## src/rtl/lc3b_types.sv

```systemverilog
// Shared type package for the LC-3b memory subsystem.
// Holds the line-memory arbiter state encoding. Data widths are module
// parameters because different arbiter instances use different line sizes.
package lc3b_types;

  typedef enum logic [1:0] {
    IDLE = 2'd0,
    BUSY = 2'd1,
    DONE = 2'd2
  } arb_state_t;

endpackage

```

## src/rtl/rr_arbiter.sv

```systemverilog
// Combinational round-robin selector.
// Ports:
//   req         - per-channel request vector
//   last_grant  - index of the most recently granted channel
//   grant_valid - high when any channel requests
//   grant_idx   - first requesting channel found when searching upward from
//                 last_grant+1, wrapping modulo NUM_CH
module rr_arbiter #(
  parameter int NUM_CH = 2,
  parameter int IDX_W  = $clog2(NUM_CH)
) (
  input  logic [NUM_CH-1:0] req,
  input  logic [IDX_W-1:0]  last_grant,
  output logic              grant_valid,
  output logic [IDX_W-1:0]  grant_idx
);

  logic [IDX_W-1:0] cand;

  // Walk from the farthest candidate to the nearest one, so the channel
  // closest after last_grant is written last and therefore wins.
  always_comb begin
    grant_valid = 1'b0;
    grant_idx   = '0;
    cand        = '0;
    for (int i = NUM_CH; i >= 1; i--) begin
      cand = IDX_W'((int'(last_grant) + i) % NUM_CH);
      if (req[cand]) begin
        grant_valid = 1'b1;
        grant_idx   = cand;
      end
    end
  end

endmodule

```

## src/rtl/line_mem_arbiter.sv

```systemverilog
// Multi-channel cache-line memory arbiter.
// Grants one requester at a time (round-robin), latches its operation,
// address and write line, and holds them on the memory side until the
// memory responds. A one-cycle DONE state after each response keeps a
// request that is still held from being granted a second time.
// Ports:
//   clk, rst                 - clock, asynchronous active-high reset
//   ch_read/ch_write         - per-channel line read/write requests
//   ch_address/ch_wdata      - per-channel address and write line
//   ch_resp                  - per-channel completion pulse (combinational)
//   ch_rdata                 - read line shared by all channels (= mem_rdata)
//   mem_read/mem_write       - registered memory-side requests
//   mem_address/mem_wdata    - latched memory-side address and write line
//   mem_resp/mem_rdata       - memory completion and read line
module line_mem_arbiter
  import lc3b_types::*;
#(
  parameter int NUM_CH = 2,
  parameter int LINE_W = 128,
  parameter int ADDR_W = 16
) (
  input  logic                           clk,
  input  logic                           rst,
  input  logic [NUM_CH-1:0]              ch_read,
  input  logic [NUM_CH-1:0]              ch_write,
  input  logic [NUM_CH-1:0][ADDR_W-1:0]  ch_address,
  input  logic [NUM_CH-1:0][LINE_W-1:0]  ch_wdata,
  output logic [NUM_CH-1:0]              ch_resp,
  output logic [LINE_W-1:0]              ch_rdata,
  output logic                           mem_read,
  output logic                           mem_write,
  output logic [ADDR_W-1:0]              mem_address,
  output logic [LINE_W-1:0]              mem_wdata,
  input  logic                           mem_resp,
  input  logic [LINE_W-1:0]              mem_rdata
);

  localparam int IDX_W = $clog2(NUM_CH);

  arb_state_t        state;
  logic [IDX_W-1:0]  last_grant;
  logic [ADDR_W-1:0] addr_q;
  logic [LINE_W-1:0] wdata_q;
  logic              grant_valid;
  logic [IDX_W-1:0]  grant_idx;

  rr_arbiter #(
    .NUM_CH (NUM_CH),
    .IDX_W  (IDX_W)
  ) u_rr (
    .req         (ch_read | ch_write),
    .last_grant  (last_grant),
    .grant_valid (grant_valid),
    .grant_idx   (grant_idx)
  );

  // last_grant doubles as the index of the channel currently being served.
  // Write has priority over read when a channel raises both.
  always_ff @(posedge clk or posedge rst) begin
    if (rst) begin
      state      <= IDLE;
      last_grant <= IDX_W'(NUM_CH - 1);
      mem_read   <= 1'b0;
      mem_write  <= 1'b0;
      addr_q     <= '0;
      wdata_q    <= '0;
    end else begin
      case (state)
        IDLE: begin
          if (grant_valid) begin
            last_grant <= grant_idx;
            mem_write  <= ch_write[grant_idx];
            mem_read   <= ~ch_write[grant_idx];
            addr_q     <= ch_address[grant_idx];
            wdata_q    <= ch_wdata[grant_idx];
            state      <= BUSY;
          end
        end
        BUSY: begin
          if (mem_resp) begin
            mem_read  <= 1'b0;
            mem_write <= 1'b0;
            state     <= DONE;
          end
        end
        DONE:    state <= IDLE;
        default: state <= IDLE;
      endcase
    end
  end

  // Completion is only meaningful while a transaction is outstanding.
  always_comb begin
    ch_resp = '0;
    if (state == BUSY && mem_resp) ch_resp[last_grant] = 1'b1;
  end

  assign ch_rdata    = mem_rdata;
  assign mem_address = addr_q;
  assign mem_wdata   = wdata_q;

endmodule

```

## config.mk

```make
export PLATFORM = sky130hd
export DESIGN_NAME = line_mem_arbiter
export DESIGN_NICKNAME = d
export VERILOG_FILES = /design/src/rtl/lc3b_types.sv /design/src/rtl/rr_arbiter.sv /design/src/rtl/line_mem_arbiter.sv
export SDC_FILE = /design/constraint.sdc
export NUM_CORES = 1
export LEC_CHECK = 0
export ABC_AREA = 1
export BUFFER_PORTS_ARGS = -buffer_cell sky130_fd_sc_hd__buf_4
export CORE_AREA = 2 2 272 274
export CTS_CLUSTER_SIZE = 30
export DETAILED_ROUTE_END_ITERATION = 6
export DIE_AREA = 0 0 274 276
export GPL_TIMING_DRIVEN = 0
export HOLD_SLACK_MARGIN = 0.02
export SYNTH_ARGS = -nofsm -noshare
export SYNTH_HDL_FRONTEND = slang
export SYNTH_SLANG_ARGS = --single-unit
```

## constraint.sdc

```tcl
create_clock -name clk -period 3.8 [get_ports clk]
set_input_delay 0.19 -clock clk [delete_from_list [all_inputs] [get_ports clk]]
set_output_delay 0.19 -clock clk [all_outputs]
set_load 0.02 [all_outputs]
```

### Yosys cells after proc, flatten, opt, wreduce, memory -nomap -nowiden

Index checks and enable logic that the tools add are counted.

| word-level totals | value |
|---|---|
| register bits after elaboration | 149 |
| output and inout port bits | 276 |

| operators by class | value |
|---|---|
| add/sub/neg operators | 2 |
| $lt $le $gt $ge | 5 |
| equal/unequal tests | 3 |
| mux-type cells | 25 |
| bitwise operators | 2 |
| reduce and logical (&&, ||, !) cells | 7 |

Operators with widths:

| cell | count |
|---|---|
| $mux W128 | 2 |
| $mux W16 | 2 |
| $mux W1 | 14 |
| $lt A1 B2 Y1 const B | 4 |
| $mux W2 | 3 |
| $ne A2 B2 Y1 const B | 2 |
| $pmux W1 S2 | 2 |
| $pmux W2 S2 | 1 |
| $reduce_and A2 Y1 | 2 |
| $reduce_and A3 Y1 | 1 |
| $add A1 B1 Y1 const B | 2 |
| $eq A2 B1 Y1 const B | 1 |
| $logic_and A1 B1 Y1 | 2 |
| $logic_not A2 Y1 | 1 |
| $or A2 B2 Y2 | 1 |
| $reduce_bool A2 Y1 | 1 |
| $demux W1 S1 | 1 |
| $ge A1 B1 Y1 const B | 1 |
| $not A1 Y1 | 1 |

### Logic depth before layout (Yosys ltp)

| logic depth | value |
|---|---|
| depth after elaboration | 10 |
| gate-level depth with buffers | 8 |
| depth with buffers taken out | 7 |

### Cells and area by module

From an unflattened synthesis, not the netlist that was laid out.

| unflattened totals | value |
|---|---|
| cell total of the unflattened synthesis | 1,241 |
| area total of the unflattened synthesis | 8,580.7 um2 |

By module, submodules not included:

| module | instances | cells an instance | area each (um2) | seq. area each (um2) |
|---|---|---|---|---|
| line_mem_arbiter | 1 | 1,238 | 8,565.7 | 3,729.8 |
| rr_arbiter | 1 | 3 | 15.0 | 0.0 |

### Worst setup path after synthesis

OpenSTA, ideal clock, no wires.

| timing path | value |
|---|---|
| kind | register to register |
| start | register last_grant |
| end | register wdata_q[58], in the netlist mem_wdata[58] |
| arrival | 1.230 ns |
| required time | 3.734 ns |
| setup slack | 2.504 ns |
| cell stages (with the launch flop) | 8 |
| clock period less this slack | 1.296 ns |
| cell sequence | dfstp_2 -> o21ai_1 -> buf_4 -> buf_4 -> buf_6 -> nand3b_1 -> nand3_1 -> nand2_1 |

| on the way | value |
|---|---|
| word-level cells in the longest chain between the ends | 7 |
| elaborated cells on any way between the ends | 13 |
| those cells by class | 2 x add/sub; 10 x mux; 1 x reduce/logical |

RTL lines:

| item | RTL line | text |
|---|---|---|
| from (decl) | line_mem_arbiter.sv:41 | `logic [IDX_W-1:0] last_grant;` |
| from (signal assigned) | line_mem_arbiter.sv:62 | `last_grant <= IDX_W'(NUM_CH - 1);` |
| from (signal assigned) | line_mem_arbiter.sv:71 | `last_grant <= grant_idx;` |
| $add A1 B1 Y1 | rr_arbiter.sv:27 | `cand = IDX_W'((int'(last_grant) + i) % NUM_CH);` |
| $mux W1 (not written as such) (2 in a row) | rr_arbiter.sv:28 | `if (req[cand]) begin` |
| $mux W1 (2 in a row) | rr_arbiter.sv:28 |  |
| $mux W128 (not written as such) (2 in a row) | line_mem_arbiter.sv:75 | `wdata_q <= ch_wdata[grant_idx];` |
| to (signal assigned) | line_mem_arbiter.sv:75 |  |
| to (decl) | line_mem_arbiter.sv:43 | `logic [LINE_W-1:0] wdata_q;` |

Parallel ways exist; a longest one is shown, timed or not. The select of a mux whose other input is x is not followed.
A chain may end at the register's enable or synchronous reset.

### Worst setup path in the final report

| timing path | value |
|---|---|
| start | input port ch_write[1] |
| end | register wdata_q[23], in the netlist mem_wdata[23] |

| on the way | value |
|---|---|
| word-level cells in the longest chain between the ends | 7 |
| elaborated cells on any way between the ends | 12 |
| those cells by class | 10 x mux; 1 x bitwise; 1 x reduce/logical |

RTL lines:

| item | RTL line | text |
|---|---|---|
| from (decl) | line_mem_arbiter.sv:25 | `input logic [NUM_CH-1:0] ch_write,` |
| $or A2 B2 Y2 (*) | line_mem_arbiter.sv:51 | `.req (ch_read \| ch_write),` |
| $mux W1 (not written as such) (2 in a row) | rr_arbiter.sv:28 |  |
| $mux W1 (2 in a row) | rr_arbiter.sv:28 |  |
| $mux W128 (not written as such) (2 in a row) | line_mem_arbiter.sv:75 |  |

Every way passes the cells marked *; elsewhere a longest branch is shown, timed or not. The select of a mux whose other input is x is not followed.

==> summary.md <==
| Metric | Value |
|---|---|
| Status | finished clean |
| Yosys warnings | 0 |
| Skew final | 0.00732 ns |
| PwrDens | 657 nW/um2 |
| Startpoint type of the worst setup path | primary input |
| Drt drc | 0 |
| CTS tree | yes |
| Std cell rows | 99 |
| Die footprint | 75600 um2 |
| Max Cap Violations | 0 |
| Clock share of power | 16.0% |
| Via Count | 11.2k |
| Final Cell Area | 17800 um2 |
| Synth top area share | 40.3% |
| Gr ovfl total | 0 |
| XOR/XNOR Fraction of Synth Area | 0% |
| Placed Instance Area | 14800 um2 |
| Io pins | 699 |
| Skew-Pair Late Insertion Delay | 0.47 ns |
| Clock Root Buffer | clkbuf_16 |
| Relative slew slack | 31.9% |
| Fin nets | 2509 |
| Worst Reg2Reg Path Length in Cells | 8 |
| RD Place Congestion | 0.831 |
| Final ANT Viol Nets | 0 |
| H-tree Lvls | 4 |
| Multiplexer area fraction after synthesis | 0% |
| Starting density of the core | 12.7% |
| Total CTS buffers | 17 |
| Cells after Synth | 1251 |
| CP Max Fanout | 11 |
| Initial antenna violation count | 4 |
| Pin count of the biggest net entering global routing | 39 |
| Final setup fails | 0 |
| DR vias/cell | 3.64 |
| Largest family of logic cells by synthesized area | simple AND/OR/NAND/NOR gates |
| WHS Endpoint | mem_wdata[90]$_DFFE_PP0P_ |
| Most area-consuming cells after synthesis | dfrtp_1 40%, nand2_1 18%, nand3b_1 12% |
| HPWL Detailed | 35.5 mm |
| CP arrival | 3.20 ns |
| Gr usage total | 11.9% |
| Die H | 276 um |
| Buf+Inv Stages, Crit Path | 6 |
| Sw frac | 44.6% |
| Slew Limit Fails | 0 |
| Min-Delay Path Depth | 5 |
| Deepest clock path buffer count | 2 |
| Switch Pwr | 5.22 mW |
| Post-synthesis sequential area ratio | 40.6% |
| Average size of a mapped cell | 7.35 um2 |
| Leakage Power | 9.32 nW |
| # resized after CTS | 0 |
| Worst path max stage delay | 0.57 ns |
| Seq pwr share | 24.6% |
| Post-synthesis simple-gate area fraction | 38.0% |
| CP Class | in2reg |
| Netlist cell types | 17 |
| Pint | 6.48 mW |
| First-pass GRT wire length | 66.7 mm |
| Share of cells above drive strength 1 | 38.3% |
| Logic pwr share | 59.3% |
| Hold path start | ch_wdata[90] |
| Crit-path cells | dlygate4sd3_1 > buf_4 > nor2_2 > inv_2 > nand2_1 > buf_2 > buf_2 > nand2_1 > nand3_1 > dlygate4sd3_1 > nand2_1 |
| Reg2reg start | last_grant$_DFFE_PP1P_ |
| I/O Buffers | 570 |
| DRT Pass-1 Iters | 5 |
| Vias in the first global route | 11.2k |
| Top cell by count, worst path | nand2_1 |
| Hold Crit Class | in2reg |
| Core Box Area | 72600 um2 |
| Fin crit share | 74.7% |
| Wire per inst | 15.3 um |
| Crit path max-delay family | buffers and inverters |
| Final hold vios | 0 |
| Final Critical Period | 2.84 ns |
| Fillers | 7974 |
| Layout overhead on the synthesized area | 93.7% |
| CP max-delay cell | dlygate4sd3_1 |
| Mapped Nets | 1674 |
| Clk slew on worst S/H paths | 0.07 ns |
| Worst reg2reg endpoint | mem_wdata[23]$_DFFE_PP0P_ |
| Synth Register Bits | 149 |
| Detailed Route Iter0 Violations | 446 |
| Die W | 274 um |
| Compound-Gate Fraction of Synth Area | 0.258% |
| Post-synth top area cell | dfrtp_1 |
| Worst slew pin tran | 1.02 ns |
| Critical path origin | ch_write[1] |
| Worst Setup End Kind | flop |
| Adder-cell share of the synthesized area | 0% |
| Post-Synthesis Cell Area | 9200 um2 |
| Unrepaired setup endpoints after global routing | false |
| Total Wirelength | 46.8 mm |
| FMAX | 352 MHz |
| Final TNS setup | 0 ns |
| Worst Path Required | 4.16 ns |
| CTS Sinks | 149 |
| Max VDD drop | 0.342 mV |
| R2R setup slack | 1.13 ns |
## worst max path at each step
stage,to,slack (ns),depth (start not counted)
floorplan,mem_address[0]$_DFFE_PP0P_,1.74,1
global placement,mem_wdata[110]$_DFFE_PP0P_,0.42,2
detailed placement,mem_wdata[23]$_DFFE_PP0P_,1.39,9
CTS,mem_wdata[23]$_DFFE_PP0P_,0.88,11
global route,mem_wdata[23]$_DFFE_PP0P_,0.81,11
finish,mem_wdata[23]$_DFFE_PP0P_,0.96,11
## worst register-to-register path, delay by kind of cell, from the launching register on
family / cells / cell delay (ns)
compound gates: 1 / 0.09
buf+inv: 3 / 1.55
flops: 1 / 0.56
simple gates: 4 / 0.36
## stage by stage
| step | setup WS (ns) | total power [mW] | util [%] | hold slack, ns | cells |
|---|---|---|---|---|---|
| 5_1_grt | 0.809 | 12.5 | 24.5 | 0.0371 | 3058 |
| 2_1_floorplan | 1.74 | 6.22 | - | 0.297 | 1251 |
| 3_5_place_dp | 1.39 | 9.19 | 20.3 | 0.145 | 2784 |
| 6_report | 0.961 | 11.7 | 24.5 | 0.0689 | 3061 |
| 4_1_cts | 0.875 | 11.9 | 24.5 | 0.0204 | 3058 |
| 3_3_place_gp | 0.419 | 9.12 | 20.2 | 0.392 | 2780 |
## power groups by stage
stage	Sequential (mW)	Clock (mW)	Combinational, mW
final	2.88	1.88	6.94
after global placement	2.88	0	6.24
after global routing	2.98	2.02	7.54
after CTS	2.87	1.99	7.05
after detailed placement	2.88	0	6.31
after floorplan	3.81	0	2.41
## area by class of cell
type / instances / area, um2 / area share (%)
diodes: 3 / 7.51 / 0.0421
plain buffers: 207 / 1380 / 7.72
clock buffers: 21 / 480 / 2.70
clock inverters: 11 / 145 / 0.815
inverters: 152 / 574 / 3.22
multi-input cells: 743 / 3520 / 19.8
flip-flops and latches: 149 / 3730 / 20.9
well taps: 959 / 1200 / 6.74
repair buffers: 816 / 6780 / 38.1
## cells in the mapped netlist
master,count
a21oi_2,1
nor2_2,1
inv_1,150
inv_2,2
clkbuf_1,14
dfstp_2,1
nand3_1,145
buf_1,2
buf_6,5
o21ai_0,2
dfrtp_1,148
nand3b_1,144
buf_4,131
nand2_1,444
nor2_1,5
buf_2,55
o21ai_1,1
## cell usage in the layout, fill, tap and decap left out, types with 2 or more instances in the layout
cell type,n
clkbuf_16,17
buf_1,2
diode_2,3
bufinv_16,3
nor2_1,5
buf_6,5
buf_12,4
inv_6,2
nand2_1,444
buf_2,55
clkbuf_1,14
dfrtp_1,148
dlygate4sd3_1,242
inv_2,2
nand3b_1,144
nand3_1,145
clkinv_2,4
clkbuf_8,4
o21ai_0,2
inv_1,149
buf_4,701
clkinv_4,2
## kinds of logic after synthesis
family | count (synthesis)
buffers and inverters | 359
AO/OA/AOI/OAI | 4
flip-flops | 149
AND/OR/NAND/NOR | 739
## what timing repair did
item                      in CTS  in global routing
buffers inserted               0                  0
hold endpoints to repair     216                  0
hold buffers                 242                  0
## metal layers
metal  routed length, um  vias up  global-route usage (%)
met5                   0        -                       0
met4                1600        0                    5.70
met3                3600       64                    2.80
met2               22600      489                    20.2
met1               19000     5201                    14.0
li1                    -     5399                       -
## flip-flops by register name, summed over array words and instances (netlist names)
signal       cells
mem_read         1
mem_address     16
last_grant       1
state            2
mem_wdata      128
mem_write        1
No activity file was read; power rests on OpenSTA's default activity.
